--- config.mk ---
export PLATFORM = sky130hd
export DESIGN_NAME = dwc_hdmi_rx_ceavid_ctrl
export DESIGN_NICKNAME = d
export VERILOG_FILES = /design/src/rtl/dwc_hdmi_rx_ceavid_ctrl.sv
export SDC_FILE = /design/constraint.sdc
export NUM_CORES = 1
export LEC_CHECK = 0
export BUFFER_PORTS_ARGS = -buffer_cell sky130_fd_sc_hd__buf_2
export CORE_MARGIN = 4
export CORE_UTILIZATION = 59
export CTS_CLUSTER_DIAMETER = 40
export DETAILED_ROUTE_END_ITERATION = 12
export GPL_TIMING_DRIVEN = 0
export PLACE_DENSITY_LB_ADDON = 0.12
export SYNTH_ARGS = -nofsm -noshare
export SYNTH_HDL_FRONTEND = slang
export SYNTH_SLANG_ARGS = --single-unit
--- constraint.sdc ---
create_clock -name ihdmiclk -period 4.55 [get_ports ihdmiclk]
set_input_delay 0.6825 -clock ihdmiclk [delete_from_list [all_inputs] [get_ports ihdmiclk]]
set_output_delay 0.6825 -clock ihdmiclk [all_outputs]
set_load 0.05 [all_outputs]
--- src/rtl/dwc_hdmi_rx_ceavid_ctrl.sv ---
// Sequencing controller for the CEA video regeneration path (align, gen, fifo).
// Latency: all outputs registered; state and outputs update one ihdmiclk after the causing input.
// Backpressure: none; the FIFO full flag is treated as an error event, not as flow control.
//
// Optional build macro: CEAVID_CTRL_WDOG_EN adds a SKIP/ALIGN watchdog that forces RECOVER.
//
// Ports:
//   ihdmiclk, ihdmirst_n         clock / async active-low reset
//   ihdmien, ivid_devalid        enable and upstream valid; either low forces IDLE
//   icfg_ceavid_rst              soft-reset pulse: restart from RESET, clear error count
//   icfg_auto_realign,
//   icfg_realign_th              auto recovery when per-frame errors reach threshold (0 = never)
//   icfg_ignframe                vsync falls skipped before requesting alignment
//   ivid_vsync, ialign_sts,
//   ififo_full                   upstream vsync, align status, FIFO full flag
//   oceavid_rst, oalign_req,
//   ofifo_flush                  controls to align/gen/fifo
//   olock, ostate, oerr_cnt,
//   ostatus_p                    status to the register bank

module dwc_hdmi_rx_ceavid_ctrl #(
  parameter int unsigned RST_HOLD = 8,
  parameter int unsigned ERRCNT_W = 8,
  parameter int unsigned WDOG_W   = 20
) (
  input  logic                ihdmiclk,
  input  logic                ihdmirst_n,
  input  logic                ihdmien,
  input  logic                icfg_ceavid_rst,
  input  logic                icfg_auto_realign,
  input  logic [3:0]          icfg_realign_th,
  input  logic [3:0]          icfg_ignframe,
  input  logic                ivid_devalid,
  input  logic                ivid_vsync,
  input  logic                ialign_sts,
  input  logic                ififo_full,
  output logic                oceavid_rst,
  output logic                oalign_req,
  output logic                ofifo_flush,
  output logic                olock,
  output logic [2:0]          ostate,
  output logic [ERRCNT_W-1:0] oerr_cnt,
  output logic                ostatus_p
);

  typedef enum logic [2:0] {
    ST_IDLE    = 3'd0,
    ST_RESET   = 3'd1,
    ST_SKIP    = 3'd2,
    ST_ALIGN   = 3'd3,
    ST_RUN     = 3'd4,
    ST_RECOVER = 3'd5
  } state_t;

  localparam int unsigned       HOLD_W    = (RST_HOLD > 1) ? $clog2(RST_HOLD) : 1;
  localparam logic [HOLD_W-1:0] HOLD_LAST = HOLD_W'(RST_HOLD - 1);

  if (RST_HOLD < 1 || ERRCNT_W < 1 || WDOG_W < 1) begin : g_param_check
    $error("dwc_hdmi_rx_ceavid_ctrl: RST_HOLD, ERRCNT_W and WDOG_W must all be >= 1");
  end

  state_t              state, state_nxt;
  logic [HOLD_W-1:0]   hold_cnt, hold_nxt;
  logic [3:0]          skip_cnt, skip_nxt;
  logic [4:0]          skip_sum;
  logic [3:0]          frame_err, ferr_nxt;
  logic [ERRCNT_W-1:0] errcnt_nxt;
  logic                vsync_d, align_d, full_d, olock_d;
  logic                vsync_fall, err_ev;

`ifdef CEAVID_CTRL_WDOG_EN
  logic [WDOG_W-1:0]   wdog, wdog_nxt;
`endif

  assign vsync_fall = vsync_d & ~ivid_vsync;
  // Error events are edges: a FIFO that stays full or alignment that stays lost counts once.
  assign err_ev     = (ififo_full & ~full_d) | (align_d & ~ialign_sts);
  assign ostate     = state;

  // Counters default to zero and are only carried while their owning state persists,
  // so every state change clears them without extra bookkeeping.
  always_comb begin
    state_nxt  = state;
    hold_nxt   = '0;
    skip_nxt   = '0;
    ferr_nxt   = '0;
    errcnt_nxt = oerr_cnt;
    skip_sum   = {1'b0, skip_cnt} + {4'd0, vsync_fall};
`ifdef CEAVID_CTRL_WDOG_EN
    wdog_nxt   = '0;
`endif

    if (!ihdmien || !ivid_devalid) begin
      state_nxt = ST_IDLE;
    end else if (icfg_ceavid_rst && state != ST_IDLE) begin
      state_nxt  = ST_RESET;
      errcnt_nxt = '0;
    end else begin
      case (state)
        ST_IDLE: state_nxt = ST_RESET;
        ST_RESET: begin
          if (hold_cnt == HOLD_LAST) state_nxt = ST_SKIP;
          else                       hold_nxt  = hold_cnt + HOLD_W'(1);
        end
        ST_SKIP: begin
          // Live compare: a lowered icfg_ignframe takes effect on the next cycle.
          if (skip_sum >= {1'b0, icfg_ignframe}) state_nxt = ST_ALIGN;
          else                                   skip_nxt  = skip_sum[3:0];
        end
        ST_ALIGN: begin
          if (ialign_sts) state_nxt = ST_RUN;
        end
        ST_RUN: begin
          // A vsync fall starts a new frame; an event in that same cycle belongs to it.
          if (vsync_fall)                      ferr_nxt = {3'd0, err_ev};
          else if (err_ev && frame_err != 4'hF) ferr_nxt = frame_err + 4'd1;
          else                                 ferr_nxt = frame_err;
          if (err_ev && oerr_cnt != {ERRCNT_W{1'b1}}) errcnt_nxt = oerr_cnt + ERRCNT_W'(1);
          if (icfg_auto_realign && icfg_realign_th != 4'd0 && ferr_nxt >= icfg_realign_th)
            state_nxt = ST_RECOVER;
        end
        ST_RECOVER: state_nxt = ST_RESET;
        default:    state_nxt = ST_IDLE;
      endcase

`ifdef CEAVID_CTRL_WDOG_EN
      // Watchdog runs only while SKIP/ALIGN is waiting; terminal count counts as one error.
      if ((state == ST_SKIP || state == ST_ALIGN) && state_nxt == state) begin
        wdog_nxt = wdog + WDOG_W'(1);
        if (&wdog_nxt) begin
          state_nxt = ST_RECOVER;
          wdog_nxt  = '0;
          if (oerr_cnt != {ERRCNT_W{1'b1}}) errcnt_nxt = oerr_cnt + ERRCNT_W'(1);
        end
      end
`endif
    end
  end

  always_ff @(posedge ihdmiclk or negedge ihdmirst_n) begin
    if (!ihdmirst_n) begin
      state       <= ST_IDLE;
      hold_cnt    <= '0;
      skip_cnt    <= '0;
      frame_err   <= '0;
      oerr_cnt    <= '0;
      vsync_d     <= 1'b0;
      align_d     <= 1'b0;
      full_d      <= 1'b0;
      olock_d     <= 1'b0;
      oceavid_rst <= 1'b1;
      oalign_req  <= 1'b0;
      ofifo_flush <= 1'b0;
      olock       <= 1'b0;
      ostatus_p   <= 1'b0;
`ifdef CEAVID_CTRL_WDOG_EN
      wdog        <= '0;
`endif
    end else begin
      state       <= state_nxt;
      hold_cnt    <= hold_nxt;
      skip_cnt    <= skip_nxt;
      frame_err   <= ferr_nxt;
      oerr_cnt    <= errcnt_nxt;
      vsync_d     <= ivid_vsync;
      align_d     <= ialign_sts;
      full_d      <= ififo_full;
      // Outputs decode the next state so they change together with ostate.
      oceavid_rst <= (state_nxt == ST_IDLE) || (state_nxt == ST_RESET);
      oalign_req  <= (state_nxt == ST_ALIGN);
      ofifo_flush <= (state_nxt == ST_RECOVER);
      olock       <= (state_nxt == ST_RUN);
      // Status pulse lands in the cycle after olock toggles.
      olock_d     <= olock;
      ostatus_p   <= olock ^ olock_d;
`ifdef CEAVID_CTRL_WDOG_EN
      wdog        <= wdog_nxt;
`endif
    end
  end

endmodule

**After elaboration in Yosys (flattened, before gate mapping)**

Cells that the tools add are included.

- Bitwise gates (word level): 9
- $lt $le $gt $ge: 2
- Add/subtract/negate cells: 4
- Reduce and logical (&&, ||, !) cells: 17
- Equality and inequality tests: 12
- Mux-type cells: 26

Operators by type and width:

| operator | number |
|---|---|
| 4-bit 2-to-1 mux | 12 |
| 3-bit 2-to-1 mux | 10 |
| 8-bit 2-to-1 mux | 3 |
| 3-bit == test, second input constant | 5 |
| 3-bit one-hot mux with 5 select lines | 1 |
| 3-bit by 2-bit == test with 1-bit output, second input constant | 3 |
| 8-bit by 1-bit adder with 8-bit output, second input constant | 1 |
| 8-bit inequality test, second input constant | 1 |
| 3-bit by 1-bit == test with 1-bit output, second input constant | 2 |
| 3-bit logical NOT | 2 |
| 4-bit by 1-bit adder with 5-bit output | 1 |
| 5-bit by 4-bit >= comparator with 1-bit output | 1 |
| 1-bit logical AND | 5 |
| 4-bit by 1-bit adder with 4-bit output, second input constant | 1 |
| 4-bit >= comparator | 1 |
| 4-bit inequality test, second input constant | 1 |
| 1-bit inverter | 4 |
| 2-bit nonzero test | 2 |
| 4-bit nonzero test | 1 |
| 3-bit by 1-bit adder with 3-bit output, second input constant | 1 |
| 1-bit AND | 3 |
| 3-bit AND reduction | 1 |
| 3-bit nonzero test | 1 |
| 1-bit logical NOT | 2 |
| 4 further kinds | 5 |

- Word-level logic and storage cells: 84
- Bits of input ports: 17
- Output and inout port bits: 16
- Register bits: 31

**Logic depth before layout (Yosys ltp)**

Gate-level depths: netlist of run 1.

- Word-level depth: 17
- Gate-level depth with buffers: 12
- Depth with buffers taken out: 12

**Worst setup path after synthesis of run 1**

No wires, ideal clock.

- Path type: input port to flip-flop
- From: input ififo_full
- To: register state[0], in the netlist ostate[0]
- Data arrival time: 2559 ps
- Slack: 1851 ps
- Stages on the path: 9
- Path buffers: 0
- Library setup time: 139 ps
- Data required time: 4411 ps
- Path through: nor2b_1 or2_2 a32oi_1 ha_1 nand2b_1 a2111oi_0 nor4_1 a211oi_1 o22ai_1

- Cells in the longest elaborated chain, start to end: 14

RTL lines:

| element | RTL line | source |
|---|---|---|
| start: declaration | 36 | `input logic ififo_full,` |
| 1-bit AND * | 77 | `assign err_ev = (ififo_full & ~full_d) \| (align_d & ~ialign_sts);` |
| 1-bit OR * | 77 |  |
| 1-bit logical AND | 116 | `else if (err_ev && frame_err != 4'hF) ferr_nxt = frame_err + 4'd1;` |
| 4-bit 2-to-1 mux | 116 |  |
| 4-bit 2-to-1 mux * | 115 | `if (vsync_fall) ferr_nxt = {3'd0, err_ev};` |
| 4-bit 2-to-1 mux * | 99 | `case (state)` |
| 4-bit 2-to-1 mux * | 95 | `end else if (icfg_ceavid_rst && state != ST_IDLE) begin` |
| 4-bit 2-to-1 mux * | 93 | `if (!ihdmien \|\| !ivid_devalid) begin` |
| 4-bit >= comparator * | 119 | `if (icfg_auto_realign && icfg_realign_th != 4'd0 && ferr_nxt >= icfg_realign_th)` |
| 1-bit logical AND * | 119 |  |
| 3-bit 2-to-1 mux * | 119 |  |
| 3-bit one-hot mux with 5 select lines * | 99 |  |
| 3-bit 2-to-1 mux * | 95 |  |
| 3-bit 2-to-1 mux * | 93 |  |
| via state_nxt[0] | 62 | `state_t state, state_nxt;` |
| end signal: assignment | 160 | `state <= state_nxt;` |
| end: declaration | 62 |  |

Mark *: on every way through the listed nets, which the timed path passes. The rest lies on a longest branch. The select of a mux whose other input is x is not followed.
A chain may end at the register's enable or synchronous reset.

**Worst setup path after layout of run 1**

- From: register frame_err[0]
- To: register state[0], in the netlist ostate[0]

- Cells in the longest elaborated chain, start to end: 13
- Elaborated cells on any way between the ends: 14
- Classes of those cells: add/sub: 1; order compare: 1; eq/ne: 1; mux: 9; reduce/logical: 2

RTL lines:

| element | RTL line | source |
|---|---|---|
| start: declaration | 66 | `logic [3:0] frame_err, ferr_nxt;` |
| start signal: assignment | 163 | `frame_err <= ferr_nxt;` |
| parallel branches: the longest is 2 deep, another holds 4-bit by 1-bit adder with 4-bit output | -- |  |
| 4-bit 2-to-1 mux * | 116 |  |
| 4-bit 2-to-1 mux * | 115 |  |
| 4-bit 2-to-1 mux * | 99 |  |
| 4-bit 2-to-1 mux * | 95 |  |
| 4-bit 2-to-1 mux * | 93 |  |
| 4-bit >= comparator * | 119 |  |
| 1-bit logical AND * | 119 |  |
| 3-bit 2-to-1 mux * | 119 |  |
| 3-bit one-hot mux with 5 select lines * | 99 |  |
| 3-bit 2-to-1 mux * | 95 |  |
| 3-bit 2-to-1 mux * | 93 |  |
| via state_nxt[0] | 62 |  |

Mark *: on every way through the listed nets, which the timed path passes. The select of a mux whose other input is x is not followed.

==> results by group, run 1 <==
Setup path
  • Startpoint Class: register
  • Top cell by count, worst path: ha_1
  • Crit path buf inv count: 0
  • Crit Path Category: register to register
  • Reg2Reg Setup Slack: between 1500 and 2000 ps
  • Critical path capture point type: register
  • CP arrival: roughly 3200 ps
  • Kind of cell adding the most delay to the critical path: compound AO/OA/AOI/OAI gates
  • Worst Setup EP: ostate[0]
  • WP depth: 10
  • Critical-path top delay cell: a211oi_1
  • Reg-to-Reg End: ostate[0]
  • Critical path origin: frame_err[0]
  • Crit-path max FO: 4
  • Cells along the critical path: ha_1, and3_1, o21bai_1, a32oi_1, ha_1, nand2b_1, a2111oi_0, nor4_1, a211oi_1, o22ai_1
  • Worst R2R Path Depth: 10
  • Worst r2r src: frame_err[0]
  • Worst EP required: 4750 ps
  • Max stage delay on crit path: roughly 460 ps

STA
  • Min cycle time layout: ~3000 ps
  • Unrepaired setup endpoints after global routing: no
  • Total negative setup slack: 0 ps
  • Slew @ Worst Pin: 668 ps
  • Slew headroom: between 50 and 60%
  • Clock Skew: about 15 ps
  • Slew Viols, Final: 0
  • Final setup vio count: 0
  • Fin. Hold Viols: 0
  • Fin crit share: approximately two thirds
  • F_max: approximately 330 MHz

Power and ir drop
  • Combinational power share: 17.2%
  • Static Leak: between 1 and 1.5 nW
  • PwrDens: ~310 nW/um2
  • Sw power: 184 uW
  • Flop pwr share: 47.0%
  • Peak VDD IR: 332 uV
  • Clock power frac: a little over a third
  • Final Power: roughly 630 uW
  • Total internal power: 449 uW
  • Switching share of total power: around 29%

Logic synthesis
  • Number of synthesized flops with an enable pin: 0
  • Main flop type after synthesis: dfrtp_1
  • Synth area leaders: dfrtp_1 (43%), ha_1 (10%), nor2_1 (4.8%)
  • Synth top area share: 43.4%
  • Mapped Cells: between 150 and 200
  • Syn_nets: 199
  • Synth unique cells: 48
  • Yosys Warn Count: 0
  • Mapped cell area: 1730 um2
  • FF+latch count, synth: 31
  • Largest area contributor in the netlist: dfrtp_1
  • FFs w/ async S/R, synth: 100%
  • Share of synthesized area occupied by flip-flops and latches: around 45%
  • Top-count cell post-synth: dfrtp_1
  • Synth cell count leaders: dfrtp_1 (30), nor2_1 (22), ha_1 (14)
  • Synth Area per Inst: around 10 um2

Detailed routing
  • Wire length per cell: ~15 um
  • Vias per std cell: 5.75
  • DR pass1 iterations: 4
  • Drc violations: 0
  • Vias: between 1000 and 1500
  • WL final: about 3600 um
  • Antenna Nets Post-Route: 0
  • 1st-iter DRT viols: 49

Floorplanning
  • Die H: 62.1 um
  • Row cnt: 19
  • Initial Utilization: approximately 62%
  • Die area: 3860 um2
  • Core area: about 2800 um2
  • Die X: 62.1 um
  • Ports: 33

Layout
  • Antenna diodes: 0
  • Layout cells sized above 1: about a quarter
  • Filler Cell Count: 210
  • Fin cells: ~240
  • Area of the multi-input gates: between 800 and 900 um2
  • Register Area: between 700 and 800 um2
  • Synth-to-layout area growth: 16.5%
  • Nets@finish: 238

CTS
  • Clk root buf: clkbuf_4
  • # hold bufs at CTS: 0
  • Worst-path clk slew: roughly 110 ps
  • # clock sinks: 31
  • Clock Path Buffers: 2
  • Post-CTS Setup Bufs: 0
  • Latest clock arrival within the worst-skew pair: approximately 340 ps
  • Cts bufs inserted: 5
  • Post_cts resized: 0
  • H-tree Lvls: 2
  • TritonCTS clock tree: built

Status
  • Status: complete, no violations

Placement
  • Placed Cells: about 230
  • Hpwl dp: about 2700 um
  • # port buffers: 32
  • Final GP Congestion: just over 0.8

GRT
  • Overall Global Routing Usage: roughly a fifth
  • Largest net degree at the start of global routing: 32
  • GR Overflow Total: 0
  • Initial antenna violation count: 0
  • First-pass GRT wire length: around 6300 um
  • Number of global-route vias before repair: between 1000 and 1500

Worst hold path
  • Hold crit path type: input port to asynchronous set/reset pin

Job
  • Max Cap Viol: 0
==> how the worst min path moves through the flow <==
stage	end	slack, ps	depth (start not counted)
after floorplan	align_d	390	0
after global routing	oerr_cnt[7]	410	1
after detailed placement	olock_d	410	0
after global placement	olock_d	400	0
final	oerr_cnt[6]	360	1
after CTS	oerr_cnt[7]	380	1
==> registers in the layout, indices dropped and copies added, names as in the netlist <==
name	count
oerr_cnt	8
frame_err	4
skip_cnt	4
hold_cnt	3
ostate	3
align_d	1
full_d	1
oalign_req	1
oceavid_rst	1
ofifo_flush	1
olock	1
olock_d	1
ostatus_p	1
vsync_d	1
==> per-layer routing <==
metal	vias up	track usage (%)	share of wire [%]
met1	663	22.8	40
li1	673	-	-
met5	-	0	0
met3	7	5.41	5.2
met4	0	8.13	1.7
met2	32	35.2	53
==> through the flow <==
stage	setup slack (ps)	area [um2]	hold slack (ps)	utilization (%)
after floorplan	1850	1730	387	-
after global placement	1410	1930	400	69.3
after detailed placement	1420	1930	413	69.3
after CTS	1570	2010	383	72.4
after global routing	1250	2010	411	72.4
final	1560	2010	363	72.4
==> area by class of cell <==
class	count	area share, %
tap	31	1.93
sequential	31	38.6
clock inverter	2	1.74
inverter	11	2.05
timing repair buffer	32	7.96
multi-input combinational	122	43.6
buffer	4	1.55
clock buffer	6	2.55
==> kinds of logic after synthesis <==
logic type | share of synthesized area, %
flops | 45.0
fa+ha+maj | 10.1
simple gates | 19.8
compound gates | 14.6
buf+inv | 4.20
xor+xnor | 5.07
mux | 1.23
==> layout by cell type, fill, tap and decap left out, types with 2 or more instances in the layout <==
master and instances:
nor2_1 22, nand2b_1 4, nor4_1 2, o21ai_0 8, a211oi_1 3, nor2b_2 2, nand2_1 5, nor3_1 4
inv_1 11, xor2_1 8, and3_1 3, o2111ai_1 2, nand3_1 4, and4_1 2, clkbuf_4 5, buf_2 33
dfrtp_1 30, buf_4 2, o211ai_1 3, xnor2_1 2, a21oi_1 2, nor2b_1 6, o21a_1 3, ha_1 14
==> power by group through the flow <==
stage | registers, mW | clock network (mW) | logic [mW]
6_report | 0.298 | 0.227 | 0.109
5_1_grt | 0.300 | 0.246 | 0.120
4_1_cts | 0.298 | 0.230 | 0.110
3_5_place_dp | 0.303 | 0 | 0.110
3_3_place_gp | 0.303 | 0 | 0.106
2_1_floorplan | 0.337 | 0 | 0.0402
(Power assumes the default switching activity.)
==> run 2, diff against run 1 <==
- CORE_UTILIZATION: 59 -> 49
- clock period: 4.55 -> 2.53 ns (I/O delays scaled with it)
==> run 2 against run 1 <==
Compared with the run above:
- the run now ends with setup timing left
- non-clock buffer count rose by 6
- count of clock-buffer cells in the layout rose by 2
- power rose by 70%
- sequential power rose by 80%
- core utilization fell by 7.8 points
- setup slack got worse by 1600 ps
- global-route usage fell by 2.3 points
- wire length fell by 2.1%
- critical path type unchanged
- critical endpoint unchanged
- largest cell class unchanged
- largest power group unchanged
==> results by group, run 2 (synthesized netlist as in run 1, its figures left out) <==
Floorplanning
  • Ports: 33
  • Row cnt: 21
  • Core area: between 3000 and 4000 um2
  • Die area: roughly 4500 um2
  • Die X: between 60 and 70 um
  • Die H: 67.4 um
  • Initial Utilization: 51.4%

STA
  • Fin. Hold Viols: 0
  • Slew headroom: a little over half
  • Min cycle time layout: approximately 2600 ps
  • Fin crit share: 103%
  • Hold Slack: 80.2 ps
  • Unrepaired setup endpoints after global routing: yes
  • Clock Skew: 11.0 ps
  • PnR worst setup slack: -79.4 ps
  • Slew Viols, Final: 0
  • F_max: 383 MHz
  • Final setup vio count: 3
  • Slew @ Worst Pin: between 600 and 700 ps

CTS
  • Clk root buf: clkbuf_4
  • TritonCTS clock tree: built
  • H-tree Lvls: 2
  • # clock sinks: 31
  • Worst-path clk slew: around 100 ps
  • Latest clock arrival within the worst-skew pair: between 300 and 400 ps
  • # hold bufs at CTS: 0
  • Cts bufs inserted: 5
  • Clock Path Buffers: 2

Layout
  • Largest register FFs: 8
  • Antenna diodes: 0
  • Largest register by flop count: oerr_cnt
  • Register Area: 777 um2
  • Fin cells: 260
  • Most frequent cells in the layout: buf_2 (33), dfrtp_1 (30), nor2_1 (21)
  • Area of the multi-input gates: ~1000 um2
  • Synth-to-layout area growth: 25.7%
  • Filler Cell Count: between 300 and 400
  • Leading cell type in the layout, fill and taps excluded: buf_2
  • Nets@finish: ~240
  • Post-Layout Inst Area: roughly 2200 um2
  • Layout cells sized above 1: a little over a third
  • Largest registers: oerr_cnt (8), frame_err (4), skip_cnt (4)
  • Final Util: 64.6%

Setup path
  • Worst EP required: 2720 ps
  • Reg-to-Reg End: ostate[0]
  • Worst r2r src: frame_err[1]
  • Crit-path max FO: 3
  • Reg2Reg Setup Slack: -80 ps
  • Crit Path Category: register to register
  • Worst R2R Path Depth: 10
  • Critical path capture point type: register
  • CP arrival: about 2800 ps
  • Startpoint Class: register

Detailed routing
  • WL final: between 3000 and 4000 um
  • DR pass1 iterations: 5
  • Drc violations: 0
  • Vias: approximately 1400
  • Vias per std cell: between 5 and 6
  • Antenna Nets Post-Route: 0
  • Wire length per cell: between 10 and 15 um
  • 1st-iter DRT viols: 60

Power and ir drop
  • PwrDens: 494 nW/um2
  • Static Leak: between 1 and 1.5 nW
  • Peak VDD IR: 285 uV
  • Final Power: ~1.1 mW

Worst hold path
  • Hold crit path type: input port to asynchronous set/reset pin

GRT
  • Largest net degree at the start of global routing: 32
  • Number of global-route vias before repair: around 1400
  • Initial antenna violation count: 0
  • Overall Global Routing Usage: ~18%
  • First-pass GRT wire length: 5980 um
  • GR Overflow Total: 0

Placement
  • Area post-placement: roughly 2000 um2
  • # port buffers: 32
  • Final GP Congestion: ~0.82
  • Hpwl dp: 2520 um
  • Placed Cells: roughly 250

Status
  • Failing checks: setup timing
  • Status: finished, violations left

Job
  • Max Cap Viol: 0
[run 2: cell types whose count changed in the layout (fill, tap and decap cells not counted), moves of 2 or more]
cell	previous run	this run
ha_1	14	12
o21ai_2	0	2
a211oi_2	1	4
o21ai_0	8	6
buf_4	2	8
a211oi_1	3	0
[run 2: through the flow]
stage,setup WS (ps),TNS [ps]
final,-79.4,-153
after global placement,-331,-1310
after global routing,-185,-490
after detailed placement,-341,-1770
after floorplan,7.28,0
after CTS,-81.7,-118
[run 2: report_power, final]
group          leakage, nW  switching (mW)  total, mW  internal [mW]
Clock               0.0386           0.161      0.325          0.163
Sequential           0.418          0.0209      0.536          0.515
Combinational        0.616           0.143      0.213         0.0699
Total                 1.07           0.325       1.07          0.749
[run 2: worst max-delay path by stage]
stage	startpoint	end	slack, ps	cells past startpoint
6_report	frame_err[1]	ostate[0]	-80	10
5_1_grt	frame_err[1]	ostate[0]	-190	10
4_1_cts	frame_err[1]	ostate[0]	-80	10
3_5_place_dp	frame_err[0]	ostate[0]	-340	10
3_3_place_gp	frame_err[0]	ostate[0]	-330	10
2_1_floorplan	frame_err[0]	ostate[0]	7	10
[run 2: area by class of cell]
class	instances	share of cell area (%)
buffer	4	1.44
inverter	11	1.90
clock buffer	8	3.17
multi-input combinational	122	45.6
sequential	31	35.8
tap	46	2.65
timing repair buffer	38	9.45
[run 2: layer usage]
metal / track usage, % / vias up / wire length (um)
met5: 0 / - / 0
met2: 29.2 / 34 / 1740
met4: 8.86 / 0 / 57
met3: 3.99 / 6 / 149
met1: 21.8 / 656 / 1580
li1: - / 687 / -
[run 2: what timing repair did]
action / CTS / global route
buffers inserted: 2 / 4
endpoints found under the setup margin: 5 / 8
gates cloned: 0 / 0
resized for setup: 13 / 7
pin swaps: 7 / 6
[run 2: worst max-delay path: stages (launching register included)]
cell and delay (ps):
dfrtp_1 400, ha_2 200, and3_4 180, o21bai_4 180
a32oi_2 250, ha_1 260, nand2b_4 150, a2111oi_4 400
nor4_4 70, a211oi_2 270, o22ai_1 120
